**src/rtl/brc_pkg.sv**
```systemverilog
// Shared types and encodings for the ID-stage branch resolution controller.
`default_nettype none

package brc_pkg;

  typedef enum logic [1:0] {
    IDLE    = 2'd0,
    STALL   = 2'd1,
    RESOLVE = 2'd2
  } brc_state_e;

  localparam logic [1:0] FWD_RF  = 2'b00;
  localparam logic [1:0] FWD_MEM = 2'b01;
  localparam logic [1:0] FWD_WB  = 2'b10;

  localparam logic [2:0] F3_BEQ   = 3'b000;
  localparam logic [2:0] F3_BNE   = 3'b001;
  localparam logic [2:0] F3_SLTIU = 3'b011;
  localparam logic [2:0] F3_BLT   = 3'b100;
  localparam logic [2:0] F3_BGE   = 3'b101;
  localparam logic [2:0] F3_BLTU  = 3'b110;
  localparam logic [2:0] F3_BGEU  = 3'b111;

endpackage

`default_nettype wire

```
**src/rtl/brc_hazard.sv**
```systemverilog
// Combinational stall-count and forward-select for the two ID-stage operands.
`default_nettype none

module brc_hazard
  import brc_pkg::*;
#(
  parameter int REG_AW = 5
) (
  input  logic              i_rs1_used,
  input  logic              i_rs2_used,
  input  logic [REG_AW-1:0] i_rs1_addr,
  input  logic [REG_AW-1:0] i_rs2_addr,
  input  logic [REG_AW-1:0] i_ex_rd,
  input  logic              i_ex_regwrite,
  input  logic              i_ex_memread,
  input  logic [REG_AW-1:0] i_mem_rd,
  input  logic              i_mem_regwrite,
  input  logic              i_mem_memread,
  input  logic [REG_AW-1:0] i_wb_rd,
  input  logic              i_wb_regwrite,
  output logic [1:0]        o_cnt,
  output logic [1:0]        o_fwd_a,
  output logic [1:0]        o_fwd_b
);

  function automatic logic [1:0] op_stall(input logic live, input logic ex_hit,
                                          input logic ex_load, input logic mem_load_hit);
    if (!live)        return 2'd0;
    if (ex_hit)       return ex_load ? 2'd2 : 2'd1;
    if (mem_load_hit) return 2'd1;
    return 2'd0;
  endfunction

  function automatic logic [1:0] op_fwd(input logic live, input logic mem_alu_hit,
                                        input logic wb_hit);
    if (!live)       return FWD_RF;
    if (mem_alu_hit) return FWD_MEM;
    if (wb_hit)      return FWD_WB;
    return FWD_RF;
  endfunction

  // x0 is hard-wired zero, so it never needs a stall or a bypass.
  logic live_a, live_b;
  logic ex_hit_a, ex_hit_b, mem_hit_a, mem_hit_b, wb_hit_a, wb_hit_b;
  logic [1:0] cnt_a, cnt_b;

  assign live_a    = i_rs1_used && (i_rs1_addr != '0);
  assign live_b    = i_rs2_used && (i_rs2_addr != '0);
  assign ex_hit_a  = i_ex_regwrite  && (i_ex_rd  == i_rs1_addr);
  assign ex_hit_b  = i_ex_regwrite  && (i_ex_rd  == i_rs2_addr);
  assign mem_hit_a = i_mem_regwrite && (i_mem_rd == i_rs1_addr);
  assign mem_hit_b = i_mem_regwrite && (i_mem_rd == i_rs2_addr);
  assign wb_hit_a  = i_wb_regwrite  && (i_wb_rd  == i_rs1_addr);
  assign wb_hit_b  = i_wb_regwrite  && (i_wb_rd  == i_rs2_addr);

  assign cnt_a = op_stall(live_a, ex_hit_a, i_ex_memread, mem_hit_a && i_mem_memread);
  assign cnt_b = op_stall(live_b, ex_hit_b, i_ex_memread, mem_hit_b && i_mem_memread);
  assign o_cnt = (cnt_a >= cnt_b) ? cnt_a : cnt_b;

  assign o_fwd_a = op_fwd(live_a, mem_hit_a && !i_mem_memread, wb_hit_a);
  assign o_fwd_b = op_fwd(live_b, mem_hit_b && !i_mem_memread, wb_hit_b);

endmodule

`default_nettype wire

```
**src/rtl/brc_ctrl.sv**
```systemverilog
// ID-stage branch resolution controller: hazard stalls, forwarding, taken/redirect.
// Optional performance counters are enabled with BRC_CTRL_PERF_EN.
`default_nettype none

module brc_ctrl
  import brc_pkg::*;
#(
  parameter int REG_AW = 5
) (
  input  logic              i_clk,
  input  logic              i_rst_n,
  input  logic              i_br_valid,
  input  logic              i_is_jal,
  input  logic              i_is_jalr,
  input  logic              i_is_slti,
  input  logic [2:0]        i_funct3,
  input  logic [REG_AW-1:0] i_rs1_addr,
  input  logic [REG_AW-1:0] i_rs2_addr,
  input  logic [REG_AW-1:0] i_ex_rd,
  input  logic [REG_AW-1:0] i_mem_rd,
  input  logic              i_ex_regwrite,
  input  logic              i_ex_memread,
  input  logic              i_mem_regwrite,
  input  logic              i_mem_memread,
  input  logic              i_kill,
  input  logic              i_br_less,
  input  logic              i_br_equal,
  output logic              o_br_un,
  output logic              o_slti_sel,
  output logic [1:0]        o_fwd_a,
  output logic [1:0]        o_fwd_b,
  output logic              o_stall,
  output logic              o_pc_sel,
  output logic              o_flush
`ifdef BRC_CTRL_PERF_EN
  ,
  output logic [31:0]       o_br_cnt,
  output logic [31:0]       o_taken_cnt,
  output logic [31:0]       o_stall_cnt
`endif
);

  brc_state_e        state_q, state_d;
  logic [1:0]        stall_cnt_q, stall_cnt_d;
  logic [REG_AW-1:0] wb_rd_q;
  logic              wb_regwrite_q;

  logic       req, rs1_used, rs2_used, br_taken, taken, decide;
  logic [1:0] haz_cnt, fwd_a, fwd_b;

  assign req      = i_br_valid | i_is_jal | i_is_jalr | i_is_slti;
  assign rs1_used = i_br_valid | i_is_jalr | i_is_slti;
  assign rs2_used = i_br_valid;

  brc_hazard #(.REG_AW(REG_AW)) u_hazard (
    .i_rs1_used     (rs1_used),
    .i_rs2_used     (rs2_used),
    .i_rs1_addr     (i_rs1_addr),
    .i_rs2_addr     (i_rs2_addr),
    .i_ex_rd        (i_ex_rd),
    .i_ex_regwrite  (i_ex_regwrite),
    .i_ex_memread   (i_ex_memread),
    .i_mem_rd       (i_mem_rd),
    .i_mem_regwrite (i_mem_regwrite),
    .i_mem_memread  (i_mem_memread),
    .i_wb_rd        (wb_rd_q),
    .i_wb_regwrite  (wb_regwrite_q),
    .o_cnt          (haz_cnt),
    .o_fwd_a        (fwd_a),
    .o_fwd_b        (fwd_b)
  );

  always_comb begin
    br_taken = 1'b0;
    case (i_funct3)
      F3_BEQ:           br_taken = i_br_equal;
      F3_BNE:           br_taken = !i_br_equal;
      F3_BLT, F3_BLTU:  br_taken = i_br_less;
      F3_BGE, F3_BGEU:  br_taken = !i_br_less;
      default:          br_taken = 1'b0;
    endcase
  end

  assign taken      = i_is_jal | i_is_jalr | (i_br_valid & br_taken);
  assign o_br_un    = i_br_valid ? i_funct3[1] : (i_is_slti && (i_funct3 == F3_SLTIU));
  assign o_slti_sel = i_is_slti;

  // The IDLE cycle itself is the first stall cycle, so STALL covers the remainder.
  always_comb begin
    state_d     = state_q;
    stall_cnt_d = stall_cnt_q;
    o_stall     = 1'b0;
    decide      = 1'b0;
    case (state_q)
      IDLE: begin
        if (req) begin
          if (haz_cnt == 2'd0) begin
            decide = 1'b1;
          end else begin
            o_stall     = 1'b1;
            stall_cnt_d = haz_cnt - 2'd1;
            state_d     = (haz_cnt == 2'd1) ? RESOLVE : STALL;
          end
        end
      end
      STALL: begin
        o_stall = 1'b1;
        if (stall_cnt_q <= 2'd1) begin
          stall_cnt_d = 2'd0;
          state_d     = RESOLVE;
        end else begin
          stall_cnt_d = stall_cnt_q - 2'd1;
        end
      end
      RESOLVE: begin
        decide  = req;
        state_d = IDLE;
      end
      default: state_d = IDLE;
    endcase
    if (i_kill) begin
      state_d     = IDLE;
      stall_cnt_d = 2'd0;
      o_stall     = 1'b0;
      decide      = 1'b0;
    end
  end

  assign o_pc_sel = decide & taken;
  assign o_flush  = decide & taken;
  assign o_fwd_a  = (state_q == STALL) ? FWD_RF : fwd_a;
  assign o_fwd_b  = (state_q == STALL) ? FWD_RF : fwd_b;

  always_ff @(posedge i_clk or negedge i_rst_n) begin
    if (!i_rst_n) begin
      state_q       <= IDLE;
      stall_cnt_q   <= 2'd0;
      wb_rd_q       <= '0;
      wb_regwrite_q <= 1'b0;
    end else begin
      state_q       <= state_d;
      stall_cnt_q   <= stall_cnt_d;
      wb_rd_q       <= i_mem_rd;
      wb_regwrite_q <= i_mem_regwrite;
    end
  end

`ifdef BRC_CTRL_PERF_EN
  logic [31:0] br_cnt_q, taken_cnt_q, stall_cyc_q;

  always_ff @(posedge i_clk or negedge i_rst_n) begin
    if (!i_rst_n) begin
      br_cnt_q    <= 32'd0;
      taken_cnt_q <= 32'd0;
      stall_cyc_q <= 32'd0;
    end else begin
      if (decide && i_br_valid) br_cnt_q    <= br_cnt_q + 32'd1;
      if (o_pc_sel)             taken_cnt_q <= taken_cnt_q + 32'd1;
      if (o_stall)              stall_cyc_q <= stall_cyc_q + 32'd1;
    end
  end

  assign o_br_cnt    = br_cnt_q;
  assign o_taken_cnt = taken_cnt_q;
  assign o_stall_cnt = stall_cyc_q;
`endif

endmodule

`default_nettype wire
```
**config.mk**
```make
export PLATFORM = sky130hd
export DESIGN_NAME = brc_ctrl
export DESIGN_NICKNAME = d
export VERILOG_FILES = /design/src/rtl/brc_pkg.sv /design/src/rtl/brc_hazard.sv /design/src/rtl/brc_ctrl.sv
export SDC_FILE = /design/constraint.sdc
export NUM_CORES = 1
export LEC_CHECK = 0
export BUFFER_PORTS_ARGS = -buffer_cell sky130_fd_sc_hd__buf_2
export CAP_MARGIN = 20
export CELL_PAD_IN_SITES_DETAIL_PLACEMENT = 1
export CELL_PAD_IN_SITES_GLOBAL_PLACEMENT = 2
export CORE_MARGIN = 1
export CORE_UTILIZATION = 28
export DETAILED_ROUTE_END_ITERATION = 10
export GPL_TIMING_DRIVEN = 0
export PLACE_DENSITY = 0.91
export SYNTH_ARGS = -nofsm -noshare
export SYNTH_HDL_FRONTEND = slang
export SYNTH_SLANG_ARGS = --single-unit
```
**constraint.sdc**
```tcl
create_clock -name i_clk -period 7.5 [get_ports i_clk]
set_input_delay 1.5 -clock i_clk [delete_from_list [all_inputs] [get_ports i_clk]]
set_output_delay 1.5 -clock i_clk [all_outputs]
set_load 0.005 [all_outputs]
```
# ---- Word level (Yosys, flattened, before mapping)
# Cells that the tools add are included.
dict set report totals {
  reg_bits 10
  latch_bits 0
  inputBits 36
  ramBits 0
  mem_bits_ro 0
  memories 0
}
dict set report classes {
  order_cmp 2
  n_shift 0
  add_sub_neg 2
  n_mux 67
  div 0
  reduce_logical 26
  multipliers 0
  bitwise 9
  eq_ne 18
}
# op n
set op_table {}
lappend op_table {{$mux W2} 35}
lappend op_table {{$eq A5 B5 Y1} 6}
lappend op_table {{$mux W1} 27}
lappend op_table {{$logic_and A1 B1 Y1} 13}
lappend op_table {{$eq A3 B3 Y1 const B} 4}
lappend op_table {{$reduce_bool A5 Y1} 2}
lappend op_table {{$ne A3 B3 Y1 const B} 3}
lappend op_table {{$pmux W2 S2} 2}
lappend op_table {{$or A1 B1 Y1} 7}
lappend op_table {{$reduce_and A3 Y1} 2}
lappend op_table {{$eq A2 B1 Y1 const B} 2}
lappend op_table {{$logic_not A2 Y1} 2}
lappend op_table {{$pmux W1 S2} 2}
lappend op_table {{$pmux W1 S4} 1}
lappend op_table {{$reduce_or A2 Y1} 2}
lappend op_table {{$sub A2 B1 Y2 const B} 2}
lappend op_table {{$eq A3 B1 Y1 const B} 1}
lappend op_table {{$eq A3 B2 Y1 const B} 1}
lappend op_table {{$logic_not A1 Y1} 3}
lappend op_table {{$logic_not A3 Y1} 1}
lappend op_table {{$reduce_bool A3 Y1} 1}
lappend op_table {{$and A1 B1 Y1} 2}
lappend op_table {{$eq A2 B2 Y1 const B} 1}
lappend op_table {{$ge A2 B2 Y1} 1}
lappend op_table {{$le A2 B1 Y1 const B} 1}

# ---- Depth between registers and ports, before layout
# Gate-level depths: netlist (run 1).
dict set report logic_depth {
  word_depth 17
  depth_mapped 16
  mapped_depth_nobuf 16
}

# ---- Hierarchy
# A second synthesis (run 1) with hierarchy kept.
dict set report hier_totals {
  hier_cells 127
  area_unflattened_um2 1104.8
}
# module area_per_inst_um2 cells_each seq_area_each_um2 n_inst
set by_module_without_submodules {}
lappend by_module_without_submodules {brc_ctrl 560.5 55 250.2 1}
lappend by_module_without_submodules {brc_hazard 544.3 72 0.0 1}

# ---- Least setup slack after synthesis (run 1)
# Ideal clock, no wire load.
dict set report synth_timing {
  kind {input -> output}
  startpoint {in i_ex_rd[0]}
  endpoint {out o_pc_sel}
  cell_stages 14
  t_arrival_ps 4217
  path_slack_ps 1783
  n_path_buf 1
  cell_sequence {xor2_1 > nor4_1 > and3_4 > mux2_4 > nand2b_1 > ha_1 > nor2b_1 > o21bai_1 > or2_2 > o22a_4 > ha_1 > nor2_1 > a2111oi_0 > buf_4}
}
dict set report synth_between {
  elab_chain_len 15
}
# element line
set synth_rtl {}
lappend synth_rtl {{start: declaration} brc_ctrl.sv:19} ;# input logic [REG_AW-1:0] i_ex_rd,
lappend synth_rtl {{$eq A5 B5 Y1, on equally long branches} {brc_hazard.sv:49, brc_hazard.sv:50}}
lappend synth_rtl {{$logic_and A1 B1 Y1, on equally long branches} {brc_hazard.sv:49, brc_hazard.sv:50}}
lappend synth_rtl {{$mux W2} brc_hazard.sv:29} ;# if (ex_hit) return ex_load ? 2'd2 : 2'd1;
lappend synth_rtl {{$mux W2} brc_hazard.sv:30} ;# if (mem_load_hit) return 2'd1;
lappend synth_rtl {{$mux W2} brc_hazard.sv:31} ;# return 2'd0;
lappend synth_rtl {{$mux W2} brc_hazard.sv:30}
lappend synth_rtl {{$mux W2} brc_hazard.sv:29}
lappend synth_rtl {{$ge A2 B2 Y1} brc_hazard.sv:58} ;# assign o_cnt = (cnt_a >= cnt_b) ? cnt_a : cnt_b;
lappend synth_rtl {{$mux W2 (*)} brc_hazard.sv:58}
lappend synth_rtl {{$logic_not A2 Y1 (*)} brc_ctrl.sv:97} ;# if (haz_cnt == 2'd0) begin
lappend synth_rtl {{$mux W1 (*)} brc_ctrl.sv:97}
lappend synth_rtl {{$mux W1 (*)} brc_ctrl.sv:96} ;# if (req) begin
lappend synth_rtl {{$pmux W1 S2 (*)} brc_ctrl.sv:94} ;# case (state_q)
lappend synth_rtl {{$mux W1 (*)} brc_ctrl.sv:121} ;# if (i_kill) begin
lappend synth_rtl {{$and A1 B1 Y1 (*)} -}
lappend synth_rtl {{end: declaration} brc_ctrl.sv:33} ;# output logic o_pc_sel,
# Every way passes the cells marked *; elsewhere a longest branch is shown, timed or not. The select of a mux whose other input is x is not followed.

# ---- Worst setup path after layout (run 1)
dict set report layout_timing {
  startpoint {in i_rs1_addr[0]}
  endpoint {out o_stall}
}
dict set report layout_between {
  elab_chain_len 16
}
# element line
set layout_rtl {}
lappend layout_rtl {{start: declaration} brc_ctrl.sv:17} ;# input logic [REG_AW-1:0] i_rs1_addr,
lappend layout_rtl {{$eq A5 B5 Y1} brc_hazard.sv:51} ;# assign mem_hit_a = i_mem_regwrite && (i_mem_rd == i_rs1_addr);
lappend layout_rtl {{$logic_and A1 B1 Y1} brc_hazard.sv:51}
lappend layout_rtl {{$logic_and A1 B1 Y1} brc_hazard.sv:56} ;# assign cnt_a = op_stall(live_a, ex_hit_a, i_ex_memread, mem_hit_a && i_mem_memread);
lappend layout_rtl {{$mux W1 (2 in a row)} brc_hazard.sv:30}
lappend layout_rtl {{$mux W1} brc_hazard.sv:29}
lappend layout_rtl {{$mux W2} brc_hazard.sv:31}
lappend layout_rtl {{$mux W2} brc_hazard.sv:30}
lappend layout_rtl {{$mux W2 (*)} brc_hazard.sv:29}
lappend layout_rtl {{$ge A2 B2 Y1} brc_hazard.sv:58}
lappend layout_rtl {{$mux W2 (*)} brc_hazard.sv:58}
lappend layout_rtl {{$logic_not A2 Y1 (*)} brc_ctrl.sv:97}
lappend layout_rtl {{$mux W1 (*)} brc_ctrl.sv:97}
lappend layout_rtl {{$mux W1 (*)} brc_ctrl.sv:96}
lappend layout_rtl {{$pmux W1 S2 (*)} brc_ctrl.sv:94}
lappend layout_rtl {{$mux W1 (*)} brc_ctrl.sv:121}
lappend layout_rtl {{end: declaration} brc_ctrl.sv:32} ;# output logic o_stall,
# Marked as above.

==> impl_results.md, run 1 <==
* Per-cell routed wire length at 15.07 µm
* Status: finished clean
* Hold buffers post-CTS at 0
* Crit path max fanout at 6
* H-Tree Depth at 1
* Final Skew at 0.1167 ps
* R2R Path Start: state_q[0]
* Hold_sp: stall_cnt_q[0]
* P_sw at 0.04956 mW
* Measured slew at the worst slew-check pin at 536.8 ps
* Max-Cap Viols at 0
* Final Non-Filler Cells at 218
* Dpl hpwl at 2802 µm
* Post-synthesis sequential area ratio at 23.45%
* Hold Path Sink: stall_cnt_q[0]
* DRC viols at 0
* Fill cell count at 467
* Total GRT Usage at 17.86%
* Post-Place Cells at 215
* Setup ws final at 1349 ps
* Vias at 1088
* Count leader, synth: xor2_1
* DR pass1 iterations at 4
* Final min period at 6151 ps
* Top-area cell type share of the netlist area at 23.45%
* Final setup viols at 0
* # diodes at 0
* Yosys warning total at 0
* Critical path capture point type: primary output
* Combinational share of power at 30.6%
* Share of layout cells above drive strength 1 at 34.71%
* Commonest cells post-synth: xor2_1 (26), dfrtp_1 (10), nor2_1 (9)
* Largest net degree at the start of global routing at 11
* Hold Crit Depth at 2
* Number of DRC markers in iteration 0 at 37
* Synth top area cells: dfrtp_1 (23%), xor2_1 (21%), ha_1 (5.9%)
* Worst EP required at 6000 ps
* CTS resizes at 0
* Distinct cells, synth at 37
* Routed vias/inst at 4.991
* Total wire length at 3286 µm
* Gr ovfl total at 0
* Period utilization at 82.01%
* Number of global-route vias before repair at 1152
* Initial antenna violation count at 0
* WS Path Type: in -> out
* Synth Register Bits at 10
* Slew Limit Fails at 0
* Lkg Pwr at 0.6482 nW
* PD cells at 117.5 nW/µm²
* Post-synthesis instance area at 1067 µm²
* Pre-CTS WS at 1349 ps
* Post-CTS setup buffer count at 0
* Maximum VDD drop at 0.07273 mV
* Max Root-Sink Buffers at 2
* Die height at 63.74 µm
* Global-route wire length before repair at 5499 µm
* Crit start category: input port
* Reg-to-reg setup timing slack at 6190 ps
* ANT nets after route at 0
* Reg power frac at 35.5%
* DIE WIDTH at 63.74 µm
* Io pins at 45
* WHS at 622.5 ps
* Max Clk Rate at 162.6 MHz
* CTS Buf Count at 3
* CTS tree: built
* Switch share at 30.38%
* Total clock sinks at 10
* Number of cells on the worst reg-to-reg path at 3
* Port bufs at 44
* Mapped Nets at 164
* Die ar. at 4063 µm²
* Crit path DAT at 4650 ps
* Final Net Count at 213
* Hold Path Class: reg -> reg
* Finished Core Util at 37.94%
* Core Area at 3661 µm²
* Cell count after synthesis at 123
* GP Congestion at 0.8175
* Setup_tns at 0 ps
* Worst slew margin at 63.29%
* Post-synth ARST share at 100.0%
* Root Buffer: clkbuf_8
* EDFF count, synth at 0
* Top_reg_cell synth: dfrtp_1
* Reg2Reg Capture Point: stall_cnt_q[0]
* RSZ-0062 raised after global routing: false
* Reg clk slew, reported paths at 40 ps
* Initial Util at 29.15%
* FP Rows at 22
* Power share of the clock group at 33.9%
* Final hold violation count at 0
* Area growth syn-to-layout at 30.13%
* Synthesized area per cell at 8.677 µm²
* Int Pwr at 0.1136 mW
* Area leader, netlist: dfrtp_1
* Worst-Skew Late Latency at 230 ps
## final cells by class
type	count	area [µm²]	area share, %
Multi-Input combinational cell	105	779.5	56.13
Tap cell	48	60.06	4.324
Clock buffer	3	41.29	2.973
Timing Repair Buffer	44	220.2	15.86
Inverter	4	15.01	1.081
Sequential cell	10	250.2	18.02
Buffer	4	22.52	1.622
## worst max path at each step
stage | startpoint | to | slack, ps | cells past startpoint
floorplan | i_ex_rd[0] | o_pc_sel | 1780 | 14
global placement | i_rs1_addr[0] | o_stall | 1460 | 16
detailed placement | i_rs1_addr[0] | o_stall | 1350 | 16
CTS | i_rs1_addr[0] | o_stall | 1340 | 16
global route | i_rs1_addr[0] | o_pc_sel | 1070 | 16
finish | i_rs1_addr[0] | o_stall | 1350 | 16
## placed cells by master (no fill, tap or decap), types with 3 or more instances in the layout
cell type	instances
a21oi_1	4
buf_2	44
clkbuf_8	3
dfrtp_1	10
ha_1	5
inv_1	3
nand2_1	7
nand3_1	4
nand4_1	3
nor2_1	9
nor2b_1	3
nor3_1	7
nor4_1	4
or4_1	3
xnor2_1	6
xor2_1	26
## worst max-delay path, cell delays in order
cell	delay, ps
buf_2	140
xor2_1	150
nor4_1	290
and3_4	240
mux2_4	310
nand2b_1	150
ha_1	300
nor2b_1	120
o21bai_1	90
or2_2	300
o22a_4	220
ha_1	190
a21o_1	210
nor2b_1	160
nor3_1	140
buf_2	140
## metrics by stage
step | cell area (µm²) | total power [mW]
2_1_floorplan | 1067 | 0.08286
3_3_place_gp | 1348 | 0.1056
3_5_place_dp | 1348 | 0.1088
4_1_cts | 1389 | 0.1646
5_1_grt | 1389 | 0.1719
6_report | 1389 | 0.1632
## power groups by stage
stage / clock [mW] / combinational (mW) / sequential (mW)
final: 0.0553 / 0.0499 / 0.0579
after CTS: 0.0564 / 0.0503 / 0.0579
after detailed placement: 0 / 0.0501 / 0.0587
after global placement: 0 / 0.0471 / 0.0585
after global routing: 0.0588 / 0.0550 / 0.0581
after floorplan: 0 / 0.0245 / 0.0584
## logic make-up after synthesis
kind of cell | count (synthesis) | synth area share (%)
simple gates | 49 | 25.32
xor+xnor | 32 | 26.26
compound gates | 17 | 12.78
flops | 10 | 23.45
buf+inv | 8 | 3.516
fa+ha+maj | 5 | 5.862
mux | 2 | 2.814
## state kept, by name, indices dropped and copies added (netlist names)
name,flops
stall_cnt_q,2
state_q,2
wb_rd_q,5
wb_regwrite_q,1
## layer usage
metal | global-route usage, % | routed length, µm
met2 | 34.57 | 1773
met1 | 19.06 | 1273
met3 | 4.107 | 203
met5 | 0 | 0
met4 | 4.545 | 35
No activity file was read; power rests on OpenSTA's default activity.
==> run 2: changes to the inputs <==
Settings changed: CORE_UTILIZATION 28 to 26, PLACE_DENSITY 0.91 to 0.86.
Clock period 7.5 ns to 6.08 ns, I/O delays scaled along.
==> run 2 against run 1 <==
Net effect: die area is 7.4% higher; clock power is 28% higher; worst setup slack worse by 920 ps; first-iteration DRC count is 30% lower; routed wire length is 1.8% lower; clock skew hardly changed; power is 24% higher.
==> impl_results.md, run 2 (same netlist as run 1, synthesis figures left out) <==
* Reg clk slew, reported paths at 50 ps
* PD cells at 145.9 nW/µm²
* Largest Register: wb_rd_q
* Commonest non-fill, non-tap cell in the layout: buf_2
* CTS resizes at 0
* Share of layout cells above drive strength 1 at 34.71%
* Worst EP required at 4860 ps
* FP Rows at 22
* Die ar. at 4365 µm²
* Routed vias/inst at 4.931
* Worst slew margin at 60.50%
* H-Tree Depth at 1
* Int Pwr at 0.1403 mW
* Period utilization at 92.94%
* Biggest regs: wb_rd_q x5, stall_cnt_q x2, state_q x2
* WS Path Type: in -> out
* Switch share at 30.77%
* P_sw at 0.06237 mW
* Die height at 66.07 µm
* Largest net degree at the start of global routing at 11
* CTS tree: built
* Hold buffers post-CTS at 0
* Global-route wire length before repair at 5257 µm
* Area occupied by multi-input gates at 779.5 µm²
* Final setup viols at 0
* WHS at 611.2 ps
* Initial antenna violation count at 0
* Reg-to-reg setup timing slack at 4760 ps
* DIE WIDTH at 66.07 µm
* Final Non-Filler Cells at 218
* Finished Core Util at 36.56%
* Final hold violation count at 0
* Final min period at 5650 ps
* Setup ws final at 429.5 ps
* # diodes at 0
* Commonest non-fill, non-tap cells in the layout: buf_2 (44), xor2_1 (26), dfrtp_1 (10), nor2_1 (9)
* Worst-Skew Late Latency at 240 ps
* DRC viols at 0
* Post-CTS setup buffer count at 0
* Final Net Count at 213
* Final Skew at 0.1913 ps
* Gr ovfl total at 0
* Max Clk Rate at 177.0 MHz
* Per-cell routed wire length at 14.81 µm
* Initial Util at 28.10%
* Area growth syn-to-layout at 30.13%
* Total wire length at 3228 µm
* FF+latch area at 250.2 µm²
* Crit path max fanout at 6
* CTS Buf Count at 3
* Setup_tns at 0 ps
* Max reg flops at 5
* Power share of the clock group at 34.8%
* Maximum VDD drop at 0.1137 mV
* Crit start category: input port
* Post-Place Cells at 215
* Pre-CTS WS at 424.2 ps
* Number of DRC markers in iteration 0 at 26
* ANT nets after route at 0
* Lkg Pwr at 0.6482 nW
* Combinational share of power at 30.0%
* Slew Limit Fails at 0
* Io pins at 45
* Core Area at 3799 µm²
* Max Root-Sink Buffers at 2
* Critical path capture point type: primary output
* GP Congestion at 0.8024
* Max-Cap Viols at 0
* Reg power frac at 35.1%
* Port bufs at 44
* RSZ-0062 raised after global routing: false
* Hold Path Class: reg -> reg
* Vias at 1075
* Measured slew at the worst slew-check pin at 577.6 ps
* Crit path DAT at 4430 ps
* Total GRT Usage at 16.22%
* Root Buffer: clkbuf_8
* Dpl hpwl at 2723 µm
* Status: finished clean
* DR pass1 iterations at 4
* Number of global-route vias before repair at 1152
* Total clock sinks at 10
* Fill cell count at 482
[run 2: metal layers]
metal / GRT usage [%] / part of all wire (%)
met1: 18.17 / 43
met2: 29.97 / 49
met3: 3.793 / 6.8
met4: 4.787 / 1.1
met5: 0 / 0
[run 2: stage by stage]
step	total power, mW	instance area (µm²)
6_report	0.2027	1389
5_1_grt	0.2160	1389
4_1_cts	0.2056	1389
3_5_place_dp	0.1337	1348
3_3_place_gp	0.1308	1348
2_1_floorplan	0.1022	1067
[run 2: final timing paths]
| kind | from | end | depth (start not counted) |
|---|---|---|---|
| setup reg to reg | state_q[0] | stall_cnt_q[0] | 3 |
| setup / recovery | i_rs1_addr[0] | o_stall | 16 |
| min in group asynchronous | i_rst_n | wb_rd_q[1] | 1 |
| hold / removal | stall_cnt_q[1] | state_q[0] | 2 |
| hold reg to reg | stall_cnt_q[1] | state_q[0] | 2 |
| max in group asynchronous | i_rst_n | wb_rd_q[3] | 1 |
[run 2: final cells by class]
type | count | share of cell area (%)
plain buffers | 4 | 1.622
well taps | 48 | 4.324
clock buffers | 3 | 2.973
flip-flops and latches | 10 | 18.02
inverters | 4 | 1.081
repair buffers | 44 | 15.86
multi-input cells | 105 | 56.13
[run 2: power groups by stage]
stage,combinational (mW),clock [mW],sequential (mW)
2_1_floorplan,0.0302,0,0.0720
3_3_place_gp,0.0586,0,0.0722
3_5_place_dp,0.0614,0,0.0724
4_1_cts,0.0616,0.0728,0.0713
5_1_grt,0.0675,0.0771,0.0714
6_report,0.0608,0.0706,0.0712
[run 2: critical path, cell delays in order]
cell and delay [ps]:
buf_2 140, xor2_1 150, nor4_1 330, and3_4 250, mux2_4 310, nand2b_1 150
ha_1 300, nor2b_1 140, o21bai_1 100, or2_2 290, o22a_4 220, ha_1 200
a21o_1 220, nor2b_1 160, nor3_1 130, buf_2 140
==> run 3: changes to the inputs <==
Settings changed: PLACE_DENSITY 0.86 to default, PLACE_DENSITY_LB_ADDON from default to 0.1.
==> run 3 against run 2 <==
Net effect: clock power increased by 19%; design area grew 0.99%; via count is 0.47% lower; clock-buffer cell count is 1 higher; combinational power is 1% lower; global-route usage decreased by 0.83 points; final cell count increased by 0.46%; power grew 6.2%; utilization up 0.36 points; worst setup slack improved by 120 ps; register-to-register slack about the same; routed wire length shrank 5.5%; critical endpoint unchanged; highest routed layer unchanged.
==> impl_results.md, run 3 (same netlist as run 1, synthesis figures left out) <==
* Status: finished clean
* CP max stage delay at 310 ps
* # diodes at 0
* Die ar. at 4365 µm²
* Share of layout cells above drive strength 1 at 35.09%
* Reg2Reg Capture Point: stall_cnt_q[0]
* Max Root-Sink Buffers at 2
* DIE WIDTH at 66.07 µm
* Commonest non-fill, non-tap cells in the layout: buf_2 (44), xor2_1 (26), dfrtp_1 (10), nor2_1 (9)
* Routed vias/inst at 4.886
* Maximum VDD drop at 0.09826 mV
* CTS resizes at 0
* Hold_sp: stall_cnt_q[1]
* Placement Cell Area at 1348 µm²
* Measured slew at the worst slew-check pin at 505.2 ps
* Area occupied by multi-input gates at 779.5 µm²
* Critical path capture point type: primary output
* Crit path max-delay cell type: mux2_4
* Initial Util at 28.10%
* FP Rows at 22
* WP buf/inv at 2
* H-Tree Depth at 1
* Reg clk slew, reported paths at 50 ps
* Routed wire length on met2 at 1401 µm
* Reg-to-reg setup timing slack at 4760 ps
* Per-cell routed wire length at 13.94 µm
* Max reg flops at 5
* Biggest regs: wb_rd_q x5, stall_cnt_q x2, state_q x2
* Hold buffers post-CTS at 0
* Final Skew at 0.4045 ps
* Crit path max fanout at 6
* Fill cell count at 466
* Post-Place Cells at 215
* Global-route wire length before repair at 5009 µm
* Number of cells on the worst reg-to-reg path at 3
* Number of global-route vias before repair at 1087
* Total clock sinks at 10
* Critical path, cell by cell: buf_2 > xor2_1 > nor4_1 > and3_4 > mux2_4 > nand2b_1 > ha_1 > nor2b_1 > o21bai_1 > or2_2 > o22a_4 > ha_1 > a21o_1 > nor2b_1 > nor3_1 > buf_2
* Final Non-Filler Cells at 219
* CTS tree: built
* Max Clk Rate at 180.7 MHz
* Pre-CTS WS at 519.3 ps
* Port bufs at 44
* Final Net Count at 213
* WS Path Type: in -> out
* Total wire length at 3052 µm
* Worst EP required at 4860 ps
* R2R Path Start: state_q[1]
* Io pins at 45
* DRT met1 WL at 1487 µm
* Post-CTS setup buffer count at 0
* Crit path DAT at 4320 ps
* CTS Buf Count at 3
* GP Congestion at 0.7444
* Area growth syn-to-layout at 31.42%
* Core Area at 3799 µm²
* Largest net degree at the start of global routing at 11
* DR pass1 iterations at 4
* Max-Cap Viols at 0
* Top layer in use: met4
* Vias at 1070
* Hold Path Class: reg -> reg
* Final min period at 5534 ps
* Hold Path Sink: state_q[0]
* Hold Crit Depth at 2
* CP delay by family, top: simple AND/OR/NAND/NOR gates
* RSZ-0062 raised after global routing: false
* Met3 wire length at 127 µm
* Die height at 66.07 µm
* Root Buffer: clkbuf_8
* Lkg Pwr at 0.6554 nW
* Commonest non-fill, non-tap cell in the layout: buf_2
* Total GRT Usage at 15.38%
* Final hold violation count at 0
* Crit start category: input port
* Period utilization at 91.02%
* WHS at 615.6 ps
* Worst slew margin at 65.45%
* Cell area after layout at 1403 µm²
* Setup ws final at 546.0 ps
* Number of DRC markers in iteration 0 at 15
* Gr ovfl total at 0
* PD cells at 153.4 nW/µm²
* ANT nets after route at 0
* Dpl hpwl at 2664 µm
* Largest Register: wb_rd_q
* FF+latch area at 250.2 µm²
* Worst-Skew Late Latency at 240 ps
* DRC viols at 0
* Final setup viols at 0
* Setup_tns at 0 ps
* Initial antenna violation count at 0
* Slew Limit Fails at 0
-- run 3: changes by cell type in the layout (fill, tap and decap cells not counted) --
cell and change:
clkbuf_8 +1
-- run 3: worst max path at each step --
stage | from | to | slack [ps] | cells past startpoint
2_1_floorplan | i_ex_rd[0] | o_pc_sel | 930 | 14
3_3_place_gp | i_rs1_addr[0] | o_stall | 550 | 16
3_5_place_dp | i_rs1_addr[0] | o_stall | 520 | 16
4_1_cts | i_rs1_addr[0] | o_stall | 520 | 16
5_1_grt | i_rs1_addr[0] | o_pc_sel | 230 | 16
6_report | i_rs1_addr[0] | o_stall | 550 | 16
-- run 3: area by class of cell --
type                    count  area share [%]
clock buffers               4           3.925
multi-input cells         105           55.58
repair buffers             44           15.70
inverters                   4           1.070
well taps                  48           4.282
flip-flops and latches     10           17.84
plain buffers               4           1.606
-- run 3: metal layers --
layer	track usage, %	vias up
li1	-	530
met1	22.26	512
met2	23.47	24
met3	1.379	4
met4	5.585	0
met5	0	-
-- run 3: report_power, final --
part           leakage [nW]  internal (mW)  switching, mW
logic                 0.501         0.0274         0.0327
clock network        0.0288         0.0570         0.0268
registers             0.126         0.0694        0.00190
-- run 3: worst reg2reg max path, cell delays in order, from the launching register on --
cell	delay (ps)
dfrtp_1	350
clkbuf_1	190
or4_1	570
o22ai_2	130
-- run 3: through the flow --
step | total power, mW | util, %
2_1_floorplan | 0.1022 | -
3_3_place_gp | 0.1323 | 35.47
3_5_place_dp | 0.1334 | 35.47
4_1_cts | 0.2203 | 36.92
5_1_grt | 0.2290 | 36.92
6_report | 0.2152 | 36.92
